[src/rtl/dmem_port.sv]
// M-stage data memory port: turns load/store requests into a single-outstanding
// bus transaction, freezing the pipeline until the bus acks or the wait times out.
module dmem_port #(
    parameter int unsigned TIMEOUT = 16,
    parameter logic [31:0] ERRDATA = 32'hDEADBEEF
) (
    input  logic        clk,
    input  logic        reset,
    input  logic [31:0] aluoutm,
    input  logic [31:0] writedatam,
    input  logic        memwritem,
    input  logic        memtoregm,
    output logic [31:0] readdatam,
    output logic        stallm,
    output logic        bus_req,
    output logic        bus_we,
    output logic [31:0] bus_addr,
    output logic [31:0] bus_wdata,
    input  logic        bus_ack,
    input  logic [31:0] bus_rdata,
    output logic        err_misalign,
    output logic        err_timeout
);

    typedef enum logic [1:0] {
        IDLE,
        BUSY,
        DONE
    } state_t;

    localparam logic [7:0] LAST_WAIT = 8'(TIMEOUT - 1);

    state_t     state;
    logic [7:0] wait_cnt;
    logic       access;
    logic       aligned;
    logic       launch;
    logic       timed_out;

    assign access    = memwritem | memtoregm;
    assign aligned   = (aluoutm[1:0] == 2'b00);
    assign launch    = (state == IDLE) && access && aligned;
    assign timed_out = (wait_cnt == LAST_WAIT);

    // Held low during reset so the hazard unit never sees a stale freeze.
    assign stallm = reset && (launch || (state == BUSY));

    always_ff @(posedge clk) begin
        if (!reset) begin
            state        <= IDLE;
            bus_req      <= 1'b0;
            bus_we       <= 1'b0;
            bus_addr     <= '0;
            bus_wdata    <= '0;
            readdatam    <= '0;
            wait_cnt     <= '0;
            err_misalign <= 1'b0;
            err_timeout  <= 1'b0;
        end else begin
            unique case (state)
                IDLE: begin
                    if (access && aligned) begin
                        state     <= BUSY;
                        bus_req   <= 1'b1;
                        bus_we    <= memwritem;
                        bus_addr  <= {aluoutm[31:2], 2'b00};
                        bus_wdata <= writedatam;
                        wait_cnt  <= '0;
                    end else if (access) begin
                        err_misalign <= 1'b1;
                        if (!memwritem) begin
                            readdatam <= '0;
                        end
                    end
                end
                BUSY: begin
                    if (bus_ack) begin
                        state   <= DONE;
                        bus_req <= 1'b0;
                        if (!bus_we) begin
                            readdatam <= bus_rdata;
                        end
                    end else if (timed_out) begin
                        state       <= DONE;
                        bus_req     <= 1'b0;
                        err_timeout <= 1'b1;
                        if (!bus_we) begin
                            readdatam <= ERRDATA;
                        end
                    end else begin
                        wait_cnt <= wait_cnt + 8'd1;
                    end
                end
                DONE: begin
                    state <= IDLE;
                end
                default: begin
                    state   <= IDLE;
                    bus_req <= 1'b0;
                end
            endcase
        end
    end

endmodule

[config.mk]
export PLATFORM = sky130hd
export DESIGN_NAME = dmem_port
export DESIGN_NICKNAME = d
export VERILOG_FILES = /design/src/rtl/dmem_port.sv
export SDC_FILE = /design/constraint.sdc
export NUM_CORES = 1
export LEC_CHECK = 0
export CORE_AREA = 8 8 144 92
export CTS_BUF_LIST = sky130_fd_sc_hd__clkbuf_4 sky130_fd_sc_hd__clkbuf_8
export CTS_CLUSTER_DIAMETER = 30
export DETAILED_ROUTE_END_ITERATION = 8
export DIE_AREA = 0 0 152 100
export HOLD_SLACK_MARGIN = 0.1
export PLACE_DENSITY = 0.78
export REMOVE_ABC_BUFFERS = 1
export SETUP_SLACK_MARGIN = 0.2
export SYNTH_ARGS = -nofsm -noshare
export SYNTH_HDL_FRONTEND = slang
export SYNTH_SLANG_ARGS = --single-unit
[constraint.sdc]
create_clock -name clk -period 1.6 [get_ports clk]
set_input_delay 0.32 -clock clk [delete_from_list [all_inputs] [get_ports clk]]
set_output_delay 0.32 -clock clk [all_outputs]
set_load 0.01 [all_outputs]
==> results.md, run 1 <==
- Area leader, netlist: dfxtp_1
- Post-Syn Instances: 497
- Failing checks: setup timing
- 1st-iter DRT viols: 217
- Multi-input logic area: 1823 µm²
- Vias per Instance: 4.873
- Peak VDD IR: 477.7 µV
- Avg WL per Cell: 16.07 µm
- Final wirelength: 13840 µm
- Clock buffer count from CTS: 9
- Die width: 152 µm
- Clock buffer depth: 2
- Mapped Area: 4124 µm²
- GPL Wtd Cong: 0.8045
- Die Ht: 100 µm
- Maxcap violations: 0
- Post-synth EDFFs: 0
- Vias in the first global route: 4064
- Hold WC Path Type: input port to flip-flop
- Synth area leaders: dfxtp_1 (52%), nand2_1 (16%), a21oi_1 (8.7%)
- CTS root buffer: clkbuf_8
- Total GRT Usage: 17.16%
- P_leak: 2.930 nW
- Vias post-DR: 4196
- Sw power: 1.318 mW
- Layout cells sized above 1: 11.02%
- Nets: 816
- Syn_area_per_cell: 8.298 µm²
- Rows: 30
- Worst Tran Pin Value: 0.5198 ns
- Period utilisation layout: 109.4%
- Hpwl dp: 9877 µm
- Crit path launch type: input port
- Hold buffers post-CTS: 0
- Combinational share of power: 15.9%
- Critical Path AT: 2.05 ns
- Max H-tree Level: 3
- Ant diodes: 0
- Layout Cells excl Fill: 861
- Boundary Pins: 202
- Share of Yosys cell area claimed by the top area cell type: 52.43%
- Switching Fraction: 23.49%
- Synthesized flop and latch total: 108
- RSZ-0062 raised after global routing: true
- Residual DRC: 0
- Drt first pass iters: 6
- Worst reg-to-reg setup slack: -0.14 ns
- Most frequent cells after synthesis: nand2_1 (173), dfxtp_1 (108), a21oi_1 (72)
- I/O Buffers: 199
- Routed Antenna Nets: 0
- Worst EP required: 1.90 ns
- Tmin final: 1.751 ns
- Final setup TNS: -4.601 ns
- Grt ovf: 0
- Hold Crit Depth: 4
- Worst setup margin: -0.1505 ns
- Placed cell count: 840
- Slew Limit Headroom: 65.35%
- Pin count of the biggest net entering global routing: 68
- Worst-Skew Late Latency: 0.36 ns
- Final setup viols: 40
- CTS tree: built
- Ys flop type: dfxtp_1
- Int Power: 4.293 mW
- Max frequency: 571.3 MHz
- Clock transition at the registers of the reported paths: 0.10 ns
- Initial antenna violation count: 0
- Netlist cell types: 35
- Synth async-reset ratio: 0%
- Count of final max-slew check failures: 0
- Clock Sinks: 108
- Final hold vios: 0
- First-pass GRT wire length: 21410 µm
- Initial Util: 37.24%
- Worst Path Max Fanout: 7
- Clk pwr share: 33.9%
- Worst Setup Path Type: input port to flip-flop
- Crit end category: flip-flop
- FILL cells: 964
- Pwr dens: 832.1 nW/µm²
- Register Area: 2167 µm²
- Layout Skew: 0.006720 ns
- Synth-to-Final Area Change: 63.50%
- Synthesis Warnings: 0
- Core area: 11070 µm²
- Die area: 15200 µm²
- Worst-case reg-to-reg path depth: 7
- Count leader, synth: nand2_1
- Register area share after synthesis: 52.43%
- Power share of the sequential group: 50.2%
- Status: complete, but fails checks
==> power groups by stage <==
stage	Combinational (mW)	Sequential [mW]	Clock (mW)
floorplan	0.254	2.92	0
global placement	0.867	2.88	0
detailed placement	0.881	2.88	0
CTS	0.832	2.82	1.96
global route	0.960	2.83	2.07
finish	0.893	2.82	1.90
==> layout by cell type, fill, tap and decap left out, drive strengths merged <==
cell	n
nand2	173
dfxtp	108
dlygate4sd2	97
clkdlybuf4s50	96
a21oi	72
buf	42
mux2i	32
o21ai	26
clkbuf	13
nor2	6
nand3	6
inv	4
o2111ai	3
a2111o	3
bufinv	3
or2	3
and3	3
nor2b	2
o31ai	2
or4	2
conb	2
dlymetal6s2s	2
clkdlybuf4s15	2
and3b	1
and2	1
nor4	1
or3b	1
a21o	1
nand2b	1
o2111a	1
a31o	1
or3	1
nand4	1
a31oi	1
o21a	1
ha	1
clkinvlp	1
clkinv	1
==> critical path: stages <==
cell	delay (ns)
clkdlybuf4s50_1	0.44
or3b_4	0.40
a21o_4	0.22
or4_1	0.54
a21oi_2	0.13
==> registers in the layout, indices dropped and copies added, names as in the netlist <==
register      cells
bus_req           1
readdatam        32
bus_addr         30
err_misalign      1
err_timeout       1
wait_cnt          8
state             2
bus_wdata        32
bus_we            1
==> worst paths after layout <==
| path | from | to |
|---|---|---|
| worst max-delay path | bus_ack | wait_cnt[7]$_SDFFE_PN0P_ |
| worst max register to register | wait_cnt[7]$_SDFFE_PN0P_ | readdatam[21]$_SDFFE_PN0P_ |
| worst min register to register | readdatam[18]$_SDFFE_PN0P_ | readdatam[18]$_SDFFE_PN0P_ |
| worst min-delay path | aluoutm[0] | err_misalign$_SDFFE_PN0P_ |
==> stage by stage <==
stage	cell area [µm²]	total power [mW]	hold WS [ns]	worst slack [ns]	util (%)
6_report	6743	5.611	0.4069	-0.1505	60.89
5_1_grt	6743	5.858	0.4438	-0.2053	60.89
4_1_cts	6605	5.609	0.4418	-0.1303	59.65
3_5_place_dp	6461	3.763	0.4465	-0.6436	58.35
3_3_place_gp	6461	3.744	0.4407	-0.6524	58.35
2_1_floorplan	3954	3.174	0.4375	-1.905	-
==> routing by layer <==
metal  part of all wire (%)  track usage, %
met5                      0               0
met3                    8.1           6.607
met4                    1.7           5.271
met1                     43           20.59
met2                     47           28.13
==> area by class of cell <==
type	instances	share of cell area (%)
Clock buffer	9	1.837
Sequential cell	108	32.14
Clock inverter	5	1.522
Timing Repair Buffer	243	34.57
Multi-Input combinational cell	348	27.04
Tap cell	144	2.672
Inverter	4	0.2227
==> kinds of logic after synthesis <==
family / share of synthesized area, %
buf+inv: 4.581
simple gates: 19.93
flops: 52.43
mux: 7.767
other cells: 0.09093
fa+ha+maj: 0.3033
compound gates: 14.90
==> timing repair <==
item                       4_1_cts  5_1_grt
resized for setup              116       15
buffers inserted                 2        2
gates cloned                     0        3
pin swaps                        7        1
setup endpoints to repair      205      109
Power figures use the tool's default switching activity.
==> inputs of run 2 (changes only) <==
Settings changed: CTS_CLUSTER_DIAMETER 30 to 100.
==> results of run 2 <==
Final layout, timing and power as in run 1 (identical DEF).
==> inputs of run 3 (changes only) <==
Settings changed: PLACE_DENSITY 0.78 to 0.75.
==> results.md, run 3 (synthesized netlist as in run 1, its figures left out) <==
- Switching Fraction: 24.85%
- Clock transition at the registers of the reported paths: 0.10 ns
- Critical Path AT: 2.09 ns
- Int Power: 4.098 mW
- First-pass GRT wire length: 22270 µm
- Max frequency: 560.1 MHz
- Failing checks: setup timing
- Layout Skew: 0.01231 ns
- Crit end category: flip-flop
- Status: complete, but fails checks
- Core area: 11070 µm²
- Routed Antenna Nets: 0
- Crit-path cells: or3b_4 -> a21o_4 -> or4_1 -> a21oi_2
- GPL Wtd Cong: 0.7575
- Vias per Instance: 4.861
- Clk pwr share: 31.8%
- Max H-tree Level: 3
- Hpwl dp: 10070 µm
- Die area: 15200 µm²
- Combinational share of power: 16.5%
- Clock buffer count from CTS: 9
- Layout Cells excl Fill: 861
- Boundary Pins: 202
- Peak VDD IR: 475.1 µV
- Die width: 152 µm
- Largest registers: bus_wdata: 32 flops, readdatam: 32 flops, bus_addr: 30 flops
- Tmin final: 1.785 ns
- Pwr dens: 806.0 nW/µm²
- Initial Util: 37.24%
- CTS root buffer: clkbuf_8
- Worst EP required: 1.90 ns
- Commonest non-fill, non-tap cell in the layout: nand2_1
- Final hold vios: 0
- Pin count of the biggest net entering global routing: 68
- Residual DRC: 0
- Vias post-DR: 4185
- Final setup viols: 40
- Grt ovf: 0
- Synth-to-Final Area Change: 64.05%
- Placed cell count: 838
- Die Ht: 100 µm
- Crit path largest cell delay: 0.58 ns
- Ant diodes: 0
- Layout cells sized above 1: 12.41%
- Nets: 814
- Worst setup margin: -0.1854 ns
- Worst Setup Path Type: flip-flop to flip-flop
- Final wirelength: 14040 µm
- I/O Buffers: 199
- Sw power: 1.355 mW
- Initial antenna violation count: 0
- RSZ-0062 raised after global routing: true
- P_leak: 2.928 nW
- Rows: 30
- Avg WL per Cell: 16.31 µm
- Hold WC Path Type: input port to flip-flop
- Total power: 5.453 mW
- Count of final max-slew check failures: 0
- 1st-iter DRT viols: 144
- CTS tree: built
- Clock Sinks: 108
- Worst-Skew Late Latency: 0.36 ns
- Total GRT Usage: 17.72%
- Period utilisation layout: 111.6%
- Hold buffers post-CTS: 0
- Power share of the sequential group: 51.7%
- Slowest-stage cell, CP: or4_1
- Fin area: 6765 µm²
- Maxcap violations: 0
- Dpl ws: -0.6374 ns
- Vias in the first global route: 4324
- Most frequent cells in the layout: nand2_1 (173), dfxtp_1 (102), dlygate4sd2_1 (101)
- Crit path launch type: flip-flop
- Drt first pass iters: 6
- Worst Path Max Fanout: 5
- Clock buffer depth: 2
- Cell Area, Placed: 6459 µm²
## run 3: changes by cell type in the layout (fill, tap and decap cells not counted), sizes merged
cell	previous run	this run
inv	4	6
clkinvlp	1	0
bufinv	3	1
clkbuf	13	12
clkdlybuf4s50	96	95
dlygate4sd2	97	101
dlymetal6s2s	2	0
clkinv	1	2
## run 3: metal layers
layer	vias up	part of all wire [%]	GRT usage (%)	routed length, µm
met4	0	0.99	4.660	139
met2	117	48	30.06	6715
met5	-	0	0	0
met1	1987	44	20.74	6123
li1	2073	-	-	-
met3	8	7.6	6.864	1065
## run 3: worst paths after layout
path	from	endpoint	slack [ns]	cells after the start
worst max-delay path	state[1]$_SDFFE_PN0P_	wait_cnt[5]$_SDFFE_PN0P_	-0.19	4
worst min-delay path	memwritem	bus_we$_SDFFE_PN0P_	0.37	3
worst max register to register	state[1]$_SDFFE_PN0P_	wait_cnt[5]$_SDFFE_PN0P_	-0.19	4
worst min register to register	bus_addr[5]$_SDFFE_PN0P_	bus_addr[5]$_SDFFE_PN0P_	0.46	2
## run 3: what timing repair did
| action | in CTS | in global routing |
|---|---|---|
| cloned | 2 | 1 |
| resized for setup | 129 | 18 |
| setup endpoints to repair | 206 | 108 |
| setup buffers | 3 | 1 |
| pin swaps | 7 | 2 |
## run 3: through the flow
| step | utilization (%) | hold slack (ns) | setup TNS [ns] |
|---|---|---|---|
| after floorplan | - | 0.4375 | -113.12 |
| after global placement | 58.33 | 0.4408 | -51.02 |
| after detailed placement | 58.33 | 0.4454 | -53.14 |
| after CTS | 60.29 | 0.3545 | -1.884 |
| after global routing | 61.10 | 0.3602 | -5.265 |
| final | 61.10 | 0.3697 | -3.384 |
## run 3: power by group through the flow
stage | Sequential [mW] | Clock (mW) | Combinational (mW)
floorplan | 2.92 | 0 | 0.254
global placement | 2.88 | 0 | 0.871
detailed placement | 2.88 | 0 | 0.885
CTS | 2.82 | 1.80 | 0.886
global route | 2.83 | 1.90 | 0.971
finish | 2.82 | 1.73 | 0.901
## run 3: worst max-delay path, delay by kind of cell (launching register included)
kind,cells,cell delay (ns)
AOI/OAI and AO/OA,2,0.37
DFF,1,0.38
and+or+nand+nor,2,0.99
## run 3: final cells by class
class / instances / area [µm²]
fill: 953 / 4308
multi-input combinational: 348 / 1847
clock buffer: 11 / 151.4
timing repair buffer: 241 / 2340
inverter: 4 / 15.01
sequential: 108 / 2175
clock inverter: 5 / 57.56
tap: 144 / 180.2
